[src/rtl/dac_sign_restore_pkg.sv]
// Shared types, widths and helpers for the DAC sign-restore return path.
package dac_sign_restore_pkg;

  localparam int unsigned DAC_W    = 14;
  localparam int unsigned SAMPLE_W = 16;

  localparam logic signed [SAMPLE_W-1:0] SAT_MAX = 16'sh7FFF;
  localparam logic signed [SAMPLE_W-1:0] SAT_MIN = 16'sh8000;

  typedef enum logic [1:0] {
    ST_IDLE      = 2'd0,
    ST_RAMP_UP   = 2'd1,
    ST_RUN       = 2'd2,
    ST_RAMP_DOWN = 2'd3
  } ramp_state_e;

  // Rebuild a signed sample from magnitude + sign and clamp to 16-bit signed.
  function automatic logic signed [SAMPLE_W-1:0] sat_signed(input logic [SAMPLE_W-1:0] mag,
                                                            input logic sign);
    logic signed [SAMPLE_W:0] v;
    v = sign ? -$signed({1'b0, mag}) : $signed({1'b0, mag});
    if (v > 17'sd32767) begin
      return SAT_MAX;
    end else if (v < -17'sd32768) begin
      return SAT_MIN;
    end
    return v[SAMPLE_W-1:0];
  endfunction

  // Truncate to 14 bits and optionally apply the Red Pitaya offset-inverted format.
  function automatic logic [DAC_W-1:0] dac_fmt(input logic signed [SAMPLE_W-1:0] s,
                                               input logic inv);
    logic [DAC_W-1:0] s14;
    s14 = DAC_W'(s >>> 2);
    return inv ? {s14[DAC_W-1], ~s14[DAC_W-2:0]} : s14;
  endfunction

endpackage

[src/rtl/dac_sign_restore_if.sv]
// Sample stream in (magnitude/sign/valid) and formatted DAC word out.
interface dac_sign_restore_if;
  import dac_sign_restore_pkg::*;

  logic [SAMPLE_W-1:0] mag_i;
  logic                sign_i;
  logic                valid_i;
  logic [DAC_W-1:0]    dac_data_o;
  logic                valid_o;

  modport slave (
    input  mag_i, sign_i, valid_i,
    output dac_data_o, valid_o
  );

  modport master (
    output mag_i, sign_i, valid_i,
    input  dac_data_o, valid_o
  );
endinterface

[src/rtl/dac_sign_restore_soft_ramp_ctrl.sv]
// Soft-start/soft-stop gain ramp: FSM plus step prescaler.
module soft_ramp_ctrl
  import dac_sign_restore_pkg::*;
#(
  parameter int unsigned RAMP_W   = 8,
  parameter int unsigned RAMP_DIV = 125
) (
  input  logic          clk_i,
  input  logic          rstn_i,
  input  logic          enable_i,
  output logic [RAMP_W:0] gain_o,
  output ramp_state_e   state_o,
  output logic          busy_o
);

  localparam int unsigned PW = (RAMP_DIV > 1) ? $clog2(RAMP_DIV) : 1;
  localparam logic [PW-1:0]   PRESC_LAST = PW'(RAMP_DIV - 1);
  localparam logic [RAMP_W:0] G_FULL     = {1'b1, {RAMP_W{1'b0}}};

  ramp_state_e     state_q, state_d;
  logic [RAMP_W:0] gain_q, gain_d;
  logic [PW-1:0]   presc_q, presc_d;
  logic            busy_q, busy_d;
  logic            step;

  // Next state, gain and prescaler; a direction change pre-empts a same-cycle step.
  always_comb begin
    state_d = state_q;
    gain_d  = gain_q;
    presc_d = presc_q;
    step    = (presc_q == PRESC_LAST);
    unique case (state_q)
      ST_IDLE: begin
        gain_d  = '0;
        presc_d = '0;
        if (enable_i) state_d = ST_RAMP_UP;
      end
      ST_RAMP_UP: begin
        if (!enable_i) begin
          state_d = ST_RAMP_DOWN;
          presc_d = '0;
        end else if (step) begin
          presc_d = '0;
          if (gain_q != G_FULL) gain_d = gain_q + 1'b1;
          if (gain_d == G_FULL) state_d = ST_RUN;
        end else begin
          presc_d = presc_q + 1'b1;
        end
      end
      ST_RUN: begin
        gain_d  = G_FULL;
        presc_d = '0;
        if (!enable_i) state_d = ST_RAMP_DOWN;
      end
      ST_RAMP_DOWN: begin
        if (enable_i) begin
          state_d = ST_RAMP_UP;
          presc_d = '0;
        end else if (step) begin
          presc_d = '0;
          if (gain_q != '0) gain_d = gain_q - 1'b1;
          if (gain_d == '0) state_d = ST_IDLE;
        end else begin
          presc_d = presc_q + 1'b1;
        end
      end
    endcase
    busy_d = (state_d == ST_RAMP_UP) || (state_d == ST_RAMP_DOWN);
  end

  // Ramp state registers.
  always_ff @(posedge clk_i or negedge rstn_i) begin
    if (!rstn_i) begin
      state_q <= ST_IDLE;
      gain_q  <= '0;
      presc_q <= '0;
      busy_q  <= 1'b0;
    end else begin
      state_q <= state_d;
      gain_q  <= gain_d;
      presc_q <= presc_d;
      busy_q  <= busy_d;
    end
  end

  assign gain_o  = gain_q;
  assign state_o = state_q;
  assign busy_o  = busy_q;

endmodule

[src/rtl/dac_sign_restore.sv]
// Sign restore, saturation, soft gain ramp and DAC formatting (3-stage pipeline).
module dac_sign_restore
  import dac_sign_restore_pkg::*;
#(
  parameter int unsigned RAMP_W   = 8,
  parameter int unsigned RAMP_DIV = 125,
  parameter bit          DAC_INV  = 1'b1
) (
  input  logic                    clk_i,
  input  logic                    rstn_i,
  input  logic                    enable_i,
  dac_sign_restore_if.slave       bus,
  output logic [1:0]              ramp_state_o,
  output logic                    busy_o
);

  localparam int unsigned PROD_W = SAMPLE_W + RAMP_W + 2;
  localparam logic [DAC_W-1:0] DAC_ZERO = DAC_INV ? {1'b0, {(DAC_W-1){1'b1}}} : '0;

  logic [RAMP_W:0] gain;
  ramp_state_e     ramp_state;

  logic signed [SAMPLE_W-1:0] s1_q, s1_d;
  logic signed [SAMPLE_W-1:0] s2_q, s2_d;
  logic [DAC_W-1:0]           dac_q, dac_d;
  logic                       v1_q, v1_d, v2_q, v2_d, v3_q, v3_d;
  logic signed [PROD_W-1:0]   prod;

  soft_ramp_ctrl #(
    .RAMP_W   (RAMP_W),
    .RAMP_DIV (RAMP_DIV)
  ) u_ramp (
    .clk_i    (clk_i),
    .rstn_i   (rstn_i),
    .enable_i (enable_i),
    .gain_o   (gain),
    .state_o  (ramp_state),
    .busy_o   (busy_o)
  );

  // Stage data advances only behind a valid bit; otherwise every stage holds.
  always_comb begin
    s1_d = s1_q;
    v1_d = bus.valid_i;
    if (bus.valid_i) s1_d = sat_signed(bus.mag_i, bus.sign_i);

    prod = s1_q * $signed({1'b0, gain});
    s2_d = s2_q;
    v2_d = v1_q;
    if (v1_q) s2_d = SAMPLE_W'(prod >>> RAMP_W);

    dac_d = dac_q;
    v3_d  = v2_q;
    if (v2_q) dac_d = dac_fmt(s2_q, DAC_INV);
  end

  // Pipeline registers; reset leaves the DAC at its zero code.
  always_ff @(posedge clk_i or negedge rstn_i) begin
    if (!rstn_i) begin
      s1_q  <= '0;
      s2_q  <= '0;
      dac_q <= DAC_ZERO;
      v1_q  <= 1'b0;
      v2_q  <= 1'b0;
      v3_q  <= 1'b0;
    end else begin
      s1_q  <= s1_d;
      s2_q  <= s2_d;
      dac_q <= dac_d;
      v1_q  <= v1_d;
      v2_q  <= v2_d;
      v3_q  <= v3_d;
    end
  end

  assign bus.dac_data_o = dac_q;
  assign bus.valid_o    = v3_q;
  assign ramp_state_o   = ramp_state;

endmodule

[src/flat_wrapper.sv]
// flat-port wrapper written by rule: the top's interface ports become plain ports
module dac_sign_restore_flat import dac_sign_restore_pkg::*;
#(
  parameter int unsigned RAMP_W   = 8,
  parameter int unsigned RAMP_DIV = 125,
  parameter bit          DAC_INV  = 1'b1
)
  (clk_i, rstn_i, enable_i, ramp_state_o, busy_o, bus_mag_i, bus_sign_i, bus_valid_i, bus_dac_data_o, bus_valid_o);
  dac_sign_restore_if bus_i ();
  input  logic clk_i;
  input  logic rstn_i;
  input  logic enable_i;
  output logic [1:0] ramp_state_o;
  output logic busy_o;
  input wire logic [$bits(bus_i.mag_i)-1:0] bus_mag_i;
  input wire logic [$bits(bus_i.sign_i)-1:0] bus_sign_i;
  input wire logic [$bits(bus_i.valid_i)-1:0] bus_valid_i;
  output wire logic [$bits(bus_i.dac_data_o)-1:0] bus_dac_data_o;
  output wire logic [$bits(bus_i.valid_o)-1:0] bus_valid_o;
  assign bus_i.mag_i = bus_mag_i;
  assign bus_i.sign_i = bus_sign_i;
  assign bus_i.valid_i = bus_valid_i;
  assign bus_dac_data_o = bus_i.dac_data_o;
  assign bus_valid_o = bus_i.valid_o;
  dac_sign_restore #(.RAMP_W(RAMP_W), .RAMP_DIV(RAMP_DIV), .DAC_INV(DAC_INV)) u_core (.clk_i(clk_i), .rstn_i(rstn_i), .enable_i(enable_i), .bus(bus_i), .ramp_state_o(ramp_state_o), .busy_o(busy_o));
endmodule
[config.mk]
export PLATFORM = sky130hd
export DESIGN_NAME = dac_sign_restore_flat
export DESIGN_NICKNAME = d
export VERILOG_FILES = /design/src/rtl/dac_sign_restore_pkg.sv /design/src/rtl/dac_sign_restore_if.sv /design/src/rtl/dac_sign_restore_soft_ramp_ctrl.sv /design/src/rtl/dac_sign_restore.sv /design/src/flat_wrapper.sv
export SDC_FILE = /design/constraint.sdc
export NUM_CORES = 1
export LEC_CHECK = 0
export CORE_UTILIZATION = 51
export CTS_BUF_LIST = sky130_fd_sc_hd__clkbuf_2
export CTS_CLUSTER_DIAMETER = 120
export DETAILED_ROUTE_END_ITERATION = 12
export GPL_TIMING_DRIVEN = 0
export PLACE_DENSITY = 0.77
export SLEW_MARGIN = 20
export SYNTH_ARGS = -nofsm -noshare
export SYNTH_HDL_FRONTEND = slang
export SYNTH_HIERARCHICAL = 1
export SYNTH_SLANG_ARGS = --single-unit
[constraint.sdc]
create_clock -name clk_i -period 15 [get_ports clk_i]
set_input_delay 3.75 -clock clk_i [delete_from_list [all_inputs] [get_ports clk_i]]
set_output_delay 3.75 -clock clk_i [all_outputs]
set_load 0.02 [all_outputs]
==> results_dict.tcl, run 1 <==
set metrics [dict create \
    setup_violations 0 \
    yosysSeqAreaShare_pct 18.8 \
    synth.ff_latch_count 66 \
    synthFlopType "dfrtp_1" \
    worstReg2RegEnd "u_core/s2_q[13]" \
    final-hold-violation-count 0 \
    synth.area.top_cells "fa_1 26%, dfrtp_1 15%, ha_1 7.9%, inv_1 6.8%, and2_1 5.1%" \
    cts_buffers 9 \
    cts_root_buf "clkbuf_2" \
    htreeDepth 3 \
    hp-class "reg -> reg" \
    finalMaxSlewViolations 0 \
    nNetsFinal 1213 \
    initial_utilization_pct 52.9 \
    setup_tns_ns 0 \
    relSlewSlack_pct 51.4 \
    timing.rr.start "u_core/u_ramp/gain_o[3]" \
    startpoint_type "flop" \
    synth_top_area_cell "fa_1" \
    wirelength_mm 18.8 \
    post_cts_buffers 0 \
    post-route-min-period_ns 6.06 \
    p_sw_w 0.000129 \
    fin_crit_sh_pct 40.4 \
    cp-end-kind "flop" \
    ant_nets 0 \
    drtIter0Drc 358 \
    die_height_um 134 \
    drc 0 \
    drive_above_1_share_pct 7.69 \
    min_from "u_core/s2_q[6]" \
    grt_max_degree 47 \
    antenna_found_initial 1 \
    dp_hpwl_mm 14.9 \
    synth.avg_cell_area_um2 9.11 \
    clock_skew_ns 0.0489 \
    min_to "u_core/bus.dac_data_o[4]" \
    p_seq_share_pct 49.2 \
    placedCellCount 1231 \
    cts_num_sinks 66 \
    cp.required_ns 15.52 \
    port_buffers 37 \
    die_x_um 134 \
    post_cts_resized 0 \
    syn_to_final_growth_pct 9.16 \
    path_common_cell "fa_1" \
    drt-wirelength-per-cell_um 15.0 \
    leakage_nw 4.89 \
    arrival_ns 6.58 \
    reg2reg_slack_ns 8.94 \
    clk_path_buf_depth 2 \
    num_vias 6765 \
    peakVddDrop_uv 38.4 \
    cellPowerDensity_nw_per_um2 41.3 \
    p_int_w 0.000271 \
    synthCells 973 \
    gp_congestion 0.905 \
    path_max_fanout 11 \
    cap_violations 0 \
    io_pins 39 \
    core_area_um2 16800 \
    gr-total-overflow 0 \
    cts_hold_buf 0 \
    die_area_um2 17900 \
    rsz0062_at_grt "no" \
    yosysMostFrequentCell "inv_1" \
    stdcell_count 1248 \
    path_cells "clkbuf_1 > nand2_1 > fa_1 > inv_1 > fa_1 > fa_1 > fa_1 > inv_1 > fa_1 > inv_1 > ha_1 > nand3_1 > nor4_1 > o21ai_1 > a311o_1 > o221ai_1" \
    synth.yosys.warnings 6 \
    dr.pass1.iters 5 \
    ys_types 82 \
    p_clk_share_pct 32.5 \
    grt_pass1_vias 6786 \
    synthesis.nets 1164 \
    viasPerCell 5.42 \
    ff2ff_path_depth 16 \
    sw_frac_of_total_pct 32.2 \
    async_flop_share_pct 100 \
    hold_depth 1 \
    tightest_slew_ns 0.722 \
    cts_tree "yes" \
    slowest_delay_ns 0.67 \
    syn_area_um2 8870 \
    hold_slack_ns 0.426 \
    status "finished, final reports clean" \
    critical_path_class "reg -> reg" \
    rows 47 \
    grt_pass1_wl_mm 33.1 \
    fin_total_pwr_w 0.000400 \
    combPwrFrac_pct 18.3 \
    clk_latency_ns 0.61 \
    yosysTopAreaCellShare_pct 25.7 \
    fmax_ghz 0.165 \
    cts.clk_slew.worst_paths_ns 0.21 \
    synth-edff-count 0 \
    grt_use_total_pct 23.1 \
    slowest_stage "dfrtp_1" \
    synth_commonest_cells "160 x inv_1, 114 x fa_1, 109 x nand2_1" \
]
[worst max-delay path, delay by kind of cell, from the launching register on]
kind | cells | cell delay [ns]
simple gates | 3 | 0.93
fa+ha+maj | 6 | 3.01
buf+inv | 4 | 0.57
compound gates | 3 | 0.82
flops | 1 | 0.67
[metrics by stage]
| step | setup WS (ns) | instance area (um^2) | util (%) |
|---|---|---|---|
| floorplan | 9.17 | 8870 | - |
| global placement | 7.95 | 9510 | 56.8 |
| detailed placement | 8.47 | 9540 | 56.9 |
| CTS | 8.95 | 9680 | 57.7 |
| global route | 8.50 | 9680 | 57.8 |
| finish | 8.94 | 9680 | 57.8 |
[registers in the layout, summed over array words and instances, names as in the netlist]
register / cells
u_core/s1_q: 16
u_core/bus.dac_data_o: 14
u_core/s2_q: 14
u_core/u_ramp/gain_o: 9
u_core/u_ramp/presc_q: 7
u_core/u_ramp/state_o: 2
u_core/bus.valid_o: 1
u_core/u_ramp/busy_o: 1
u_core/v1_q: 1
u_core/v2_q: 1
[layout make-up]
type	count	area [um^2]
fill	1502	7080
tap	220	275
sequential	66	1670
timing repair buffer	38	395
clock buffer	9	45.0
antenna	1	2.50
multi-input combinational	698	6360
clock inverter	7	93.8
buffer	48	231
inverter	161	604
[logic make-up after synthesis]
group | share of synthesized area, %
buffers and inverters | 9.43
XOR/XNOR | 3.75
multiplexers | 3.85
AO/OA/AOI/OAI | 10.9
adder cells (fa/ha/maj) | 34.7
flip-flops | 18.8
AND/OR/NAND/NOR | 18.6
[power by group through the flow]
stage	Clock, W	Sequential (W)	Combinational, W
after floorplan	0	0.000199	0.0000420
after global placement	0	0.000199	0.0000708
after detailed placement	0	0.000200	0.0000732
after CTS	0.000135	0.000197	0.0000734
after global routing	0.000141	0.000198	0.0000803
final	0.000130	0.000197	0.0000734
[how the worst max path moves through the flow]
stage                             from  cells after the start              endpoint
2_1_floorplan             bus_mag_i[1]                      9       u_core/s1_q[10]
3_3_place_gp                    rstn_i                      1  u_core/u_ramp/busy_o
3_5_place_dp              bus_mag_i[0]                     10       u_core/s1_q[12]
4_1_cts        u_core/u_ramp/gain_o[3]                     18       u_core/s2_q[13]
5_1_grt        u_core/u_ramp/gain_o[3]                     16       u_core/s2_q[13]
6_report       u_core/u_ramp/gain_o[3]                     16       u_core/s2_q[13]
[routing by layer]
layer,wire [um],GRT usage (%)
met5,0,0
met4,270,6.19
met3,1200,3.70
met2,8630,37.2
met1,8670,32.5
[layout by cell type, fill, tap and decap left out, types with 6 or more instances in the layout]
| master | instances |
|---|---|
| inv_1 | 160 |
| fa_1 | 114 |
| nand2_1 | 109 |
| and2_1 | 72 |
| ha_1 | 56 |
| dfrtp_1 | 53 |
| nor2_1 | 39 |
| clkdlybuf4s50_1 | 36 |
| xnor2_1 | 32 |
| clkbuf_1 | 30 |
| a21oi_1 | 28 |
| nand3_1 | 22 |
| o21ai_0 | 22 |
| mux2i_1 | 18 |
| mux2_2 | 13 |
| dfstp_2 | 13 |
| nand2b_1 | 11 |
| o211ai_1 | 10 |
| buf_2 | 10 |
| clkbuf_2 | 9 |
| nand4_1 | 9 |
| nor3_1 | 7 |
| maj3_1 | 7 |
| and3_1 | 7 |
| or3_1 | 6 |
| o22ai_1 | 6 |
| a21o_1 | 6 |
| xor2_1 | 6 |
(Power assumes the default switching activity.)
==> run 2, diff against run 1 <==
- PLACE_DENSITY: 0.77 -> 0.8
- clock period: 15 -> 5.1 ns (I/O delays scaled with it)
==> results_dict.tcl, run 2 (same netlist as run 1, synthesis figures left out) <==
set metrics [dict create \
    grt_pass1_wl_mm 35.8 \
    fin_util_pct 62.7 \
    timing.rr.start "u_core/u_ramp/gain_o[1]" \
    hp-class "reg -> reg" \
    dr.pass1.iters 5 \
    peakVddDrop_uv 103 \
    arrival_ns 5.71 \
    nNetsFinal 1246 \
    failed_checks "negative setup slack" \
    finalMaxSlewViolations 0 \
    cts_buffers 9 \
    drive_above_1_share_pct 20.6 \
    wirelength_mm 22.1 \
    relSlewSlack_pct 52.9 \
    nFillCells 1329 \
    gr-total-overflow 0 \
    grt_pass1_vias 7279 \
    num_vias 7280 \
    drt-wirelength-per-cell_um 17.3 \
    tightest_slew_ns 0.707 \
    ff2ff_path_depth 20 \
    rsz0062_at_grt "yes" \
    cp.depth 20 \
    top_register "u_core/s1_q" \
    cp_num_buf_inv 7 \
    fmax_ghz 0.192 \
    final-hold-violation-count 0 \
    fin_crit_sh_pct 102 \
    die_area_um2 17900 \
    cts_num_sinks 66 \
    clk_latency_ns 0.63 \
    io_pins 39 \
    cts_root_buf "clkbuf_2" \
    cts_hold_buf 0 \
    setup_violations 7 \
    rows 47 \
    final_common_cell "inv_1" \
    crit_start "u_core/u_ramp/gain_o[1]" \
    cp-end-kind "flop" \
    dp_hpwl_mm 15.5 \
    crit_end "u_core/s2_q[13]" \
    viasPerCell 5.68 \
    port_buffers 37 \
    gp_congestion 0.907 \
    slowest_delay_ns 0.56 \
    setup_slack_ns -0.0956 \
    cap_violations 0 \
    cts.clk_slew.worst_paths_ns 0.23 \
    stdcell_count 1281 \
    post-route-min-period_ns 5.20 \
    cts_tree "yes" \
    ant_nets 0 \
    critical_path_class "reg -> reg" \
    clk_path_buf_depth 2 \
    die_height_um 134 \
    path_max_fanout 8 \
    die_x_um 134 \
    initial_utilization_pct 52.9 \
    critPathTopFamily "adder cells" \
    grt_max_degree 53 \
    cellPowerDensity_nw_per_um2 110 \
    status "finished, violations left" \
    dp_slack_ns -0.587 \
    placedCellCount 1231 \
    drc 0 \
    leakage_nw 5.15 \
    worstReg2RegEnd "u_core/s2_q[13]" \
    cp.required_ns 5.61 \
    mostFrequentLayoutCells "148 x inv_1, 108 x fa_1, 98 x nand2_1" \
    syn_to_final_growth_pct 18.5 \
    hold_slack_ns 0.426 \
    drtIter0Drc 648 \
    core_area_um2 16800 \
    grt_use_total_pct 25.3 \
    fin_total_pwr_w 0.00116 \
    path_cells "buf_8 > nand2_4 > fa_1 > inv_2 > fa_1 > inv_2 > fa_1 > inv_2 > fa_1 > inv_2 > fa_1 > inv_2 > ha_4 > a211o_1 > o211ai_1 > buf_4 > a21oi_4 > o21ai_4 > a311o_1 > o221ai_2" \
    largest_register_ffs 16 \
    slowest_stage "fa_1" \
    reg2reg_slack_ns -0.1 \
    startpoint_type "flop" \
    htreeDepth 3 \
    antenna_found_initial 1 \
    clock_skew_ns 0.0603 \
]
[run 2: area by class of cell]
class                           instances  area, um^2  share of cell area, %
Inverter                              161         604                   5.75
Timing Repair Buffer                   85         796                   7.58
Buffer                                 34         233                   2.22
Multi-Input combinational cell        698        6790                   64.6
Tap cell                              220         275                   2.62
Clock inverter                          7        68.8                  0.655
Antenna cell                            1        2.50                 0.0238
Sequential cell                        66        1690                   16.1
Clock buffer                            9        45.0                  0.429
[run 2: through the flow]
stage / cell area [um^2] / TNS [ns]
2_1_floorplan: 8890 / 0
3_3_place_gp: 9530 / -4.90
3_5_place_dp: 9560 / -5.77
4_1_cts: 10100 / -0.0729
5_1_grt: 10500 / -1.55
6_report: 10500 / -0.242
[run 2: timing repair]
action / in CTS / in global routing
resized for setup: 67 / 74
endpoints found under the setup margin: 13 / 13
setup buffers: 29 / 18
pin swaps: 14 / 66
hold endpoints to repair: 0 / 0
[run 2: worst reg2reg max path: stages, from the launching register on]
cell and delay (ns):
dfrtp_2 0.49, buf_8 0.14, nand2_4 0.05, fa_1 0.56, inv_2 0.05, fa_1 0.56, inv_2 0.05, fa_1 0.49
inv_2 0.04, fa_1 0.52, inv_2 0.04, fa_1 0.51, inv_2 0.05, ha_4 0.29, a211o_1 0.12, o211ai_1 0.10
buf_4 0.17, a21oi_4 0.26, o21ai_4 0.14, a311o_1 0.40, o221ai_2 0.08
[run 2: metal layers]
metal / share of wire (%) / vias up / GRT usage (%) / wire (um)
met5: 0 / - / 0 / 0
met1: 42 / 3557 / 33.3 / 9230
li1: - / 3336 / - / -
met2: 48 / 333 / 41.9 / 10700
met3: 7.1 / 54 / 3.70 / 1570
met4: 2.9 / 0 / 10.7 / 631
[run 2: how the worst min path moves through the flow]
stage	startpoint	endpoint	slack (ns)	depth (start not counted)
detailed placement	u_core/v2_q	u_core/bus.valid_o	0.36	0
global placement	u_core/v2_q	u_core/bus.valid_o	0.35	0
CTS	u_core/s2_q[2]	u_core/bus.dac_data_o[0]	0.43	1
floorplan	u_core/v2_q	u_core/bus.valid_o	0.35	0
finish	u_core/s2_q[4]	u_core/bus.dac_data_o[2]	0.43	1
global route	u_core/s2_q[2]	u_core/bus.dac_data_o[0]	0.44	1
[run 2: power breakdown]
group	total, W	switching [W]	internal [W]	leakage, nW
clock	0.000348	0.000236	0.000112	0.0697
combinational	0.000180	0.0000942	0.0000856	4.29
sequential	0.000628	0.0000700	0.000558	0.792
==> run 3, diff against run 2 <==
- CELL_PAD_IN_SITES_DETAIL_PLACEMENT: not set -> 1
- CELL_PAD_IN_SITES_GLOBAL_PLACEMENT: not set -> 1
- CORE_ASPECT_RATIO: not set -> 1.1
- CORE_UTILIZATION: 51 -> 45
- PLACE_DENSITY: 0.8 -> 0.88
- clock period: 5.1 -> 4.6 ns (I/O delays scaled with it)
==> results_dict.tcl, run 3 (same netlist as run 1, synthesis figures left out) <==
set metrics [dict create \
    status "finished, violations left" \
    failed_checks "negative setup slack" \
    met2_usage_pct 48.9 \
    reg2reg_slack_ns -0.47 \
    grt_max_degree 37 \
    postLayoutCellArea_um2 10800 \
    final_common_cell "inv_1" \
    grt_use_total_pct 26.9 \
    drtIter0Drc 301 \
    drt-wirelength-per-cell_um 19.7 \
    gp_congestion 0.870 \
    clk_latency_ns 0.58 \
    drive_above_1_share_pct 23.4 \
    fin_util_pct 56.0 \
    fin_total_pwr_w 0.00127 \
    gr-total-overflow 0 \
    rows 53 \
    path_common_cell "fa_1" \
    cts_tree "yes" \
    path_max_fanout 7 \
    port_buffers 37 \
    top_usage_layer "met2" \
    setup_violations 14 \
    cts.clk_slew.worst_paths_ns 0.20 \
    placedCellCount 1258 \
    rsz0062_at_grt "yes" \
    ff2ff_path_depth 17 \
    hp-class "reg -> reg" \
    clock_skew_ns 0.0351 \
    top_register "u_core/s1_q" \
    slowest_stage "fa_1" \
    timing.rr.start "u_core/u_ramp/gain_o[3]" \
    die_height_um 149 \
    wirelength_mm 25.9 \
    slowest_delay_ns 0.58 \
    initial_utilization_pct 46.1 \
    fin_crit_sh_pct 110 \
    cap_violations 0 \
    fmax_ghz 0.197 \
    use_met3_pct 3.13 \
    cts_hold_buf 0 \
    hold_slack_ns 0.427 \
    nFillCells 2177 \
    nNetsFinal 1252 \
    grt.met1_usage_pct 32.0 \
    antenna_found_initial 1 \
    cts_buffers 9 \
    mostFrequentLayoutCells "143 x inv_1, 107 x fa_1, 96 x nand2_1" \
    ant_nets 0 \
    path_cells "buf_6 > buf_4 > and2_1 > fa_1 > fa_1 > fa_1 > fa_1 > inv_1 > fa_1 > inv_1 > ha_4 > a21oi_2 > o21ai_2 > a211o_1 > a21o_1 > a2111o_1 > nand3_1" \
    stdcell_count 1314 \
    hold_depth 0 \
    cellPowerDensity_nw_per_um2 118 \
    dr.pass1.iters 7 \
    grt_pass1_vias 8079 \
    core_area_um2 19200 \
    tightest_slew_ns 0.696 \
    cts_root_buf "clkbuf_2" \
    post-route-min-period_ns 5.07 \
    num_vias 7363 \
    largest_register_ffs 16 \
    final-hold-violation-count 0 \
    worstReg2RegEnd "u_core/s2_q[15]" \
    setup_slack_ns -0.469 \
    die_x_um 136 \
    clk_path_buf_depth 2 \
    grt_pass1_wl_mm 41.7 \
    leakage_nw 5.19 \
    drc 0 \
    min_from "u_core/v2_q" \
    peakVddDrop_uv 107 \
    die_area_um2 20300 \
    critical_path_class "reg -> reg" \
    finalMaxSlewViolations 0 \
    syn_to_final_growth_pct 21.5 \
    min_to "u_core/bus.valid_o" \
    cts_num_sinks 66 \
    cp-end-kind "flop" \
    placed_area_um2 9940 \
    arrival_ns 5.58 \
    relSlewSlack_pct 53.0 \
    io_pins 39 \
    cp.required_ns 5.11 \
    viasPerCell 5.60 \
    htreeDepth 3 \
    startpoint_type "flop" \
    dp_hpwl_mm 19.0 \
]
-- run 3: cell count changes in the layout (fill, tap and decap cells not counted), sizes merged --
| cell | previous run | this run |
|---|---|---|
| clkbuf | 20 | 27 |
| buf | 71 | 72 |
| clkinv | 5 | 3 |
-- run 3: what timing repair did --
| item | 4_1_cts | 5_1_grt |
|---|---|---|
| endpoints found under the setup margin | 14 | 14 |
| resized for setup | 65 | 47 |
| setup buffers | 32 | 13 |
| pin swaps | 45 | 15 |
| gates cloned | 1 | 1 |
-- run 3: worst max path at each step --
stage	slack [ns]	end	cells after the start	from
final	-0.47	u_core/s2_q[15]	17	u_core/u_ramp/gain_o[3]
after global routing	-0.57	u_core/s2_q[15]	17	u_core/u_ramp/gain_o[3]
after CTS	-0.40	u_core/s2_q[15]	19	u_core/u_ramp/gain_o[1]
after detailed placement	-0.75	u_core/s2_q[12]	15	u_core/u_ramp/gain_o[7]
after global placement	-0.65	u_core/s2_q[12]	16	u_core/u_ramp/gain_o[7]
after floorplan	-0.11	u_core/s2_q[9]	16	u_core/u_ramp/gain_o[6]
-- run 3: cell type report --
cell class / instances / area [um^2] / share of cell area (%)
multi-input cells: 698 / 6970 / 64.7
flip-flops and latches: 66 / 1690 / 15.7
repair buffers: 85 / 796 / 7.39
inverters: 161 / 604 / 5.61
well taps: 247 / 309 / 2.87
plain buffers: 40 / 295 / 2.74
clock buffers: 11 / 55.1 / 0.511
clock inverters: 5 / 53.8 / 0.500
diodes: 1 / 2.50 / 0.0232
-- run 3: worst max-delay path, delay by kind of cell, from the launching register on --
kind,cells,cell delay [ns]
AOI/OAI and AO/OA,5,1.08
adders and majority gates,6,2.71
buffers and inverters,4,0.46
DFF,1,0.53
and+or+nand+nor,2,0.22
-- run 3: stage by stage --
step                      setup slack, ns  TNS (ns)
final                              -0.469     -5.35
after global routing               -0.571     -6.88
after CTS                          -0.400     -4.61
after detailed placement           -0.754     -9.38
after global placement             -0.652     -7.91
after floorplan                    -0.108    -0.642
-- run 3: metal layers --
layer / up-vias / share of wire (%)
met3: 64 / 4.0
li1: 3334 / -
met4: 0 / 3.4
met1: 3766 / 39
met5: - / 0
met2: 199 / 53
-- run 3: report_power, final --
part           total, W  switching (W)  internal (W)  leakage (nW)
Sequential     0.000686      0.0000674      0.000618         0.794
Clock          0.000364       0.000236      0.000128        0.0676
Combinational  0.000222       0.000121      0.000100          4.33
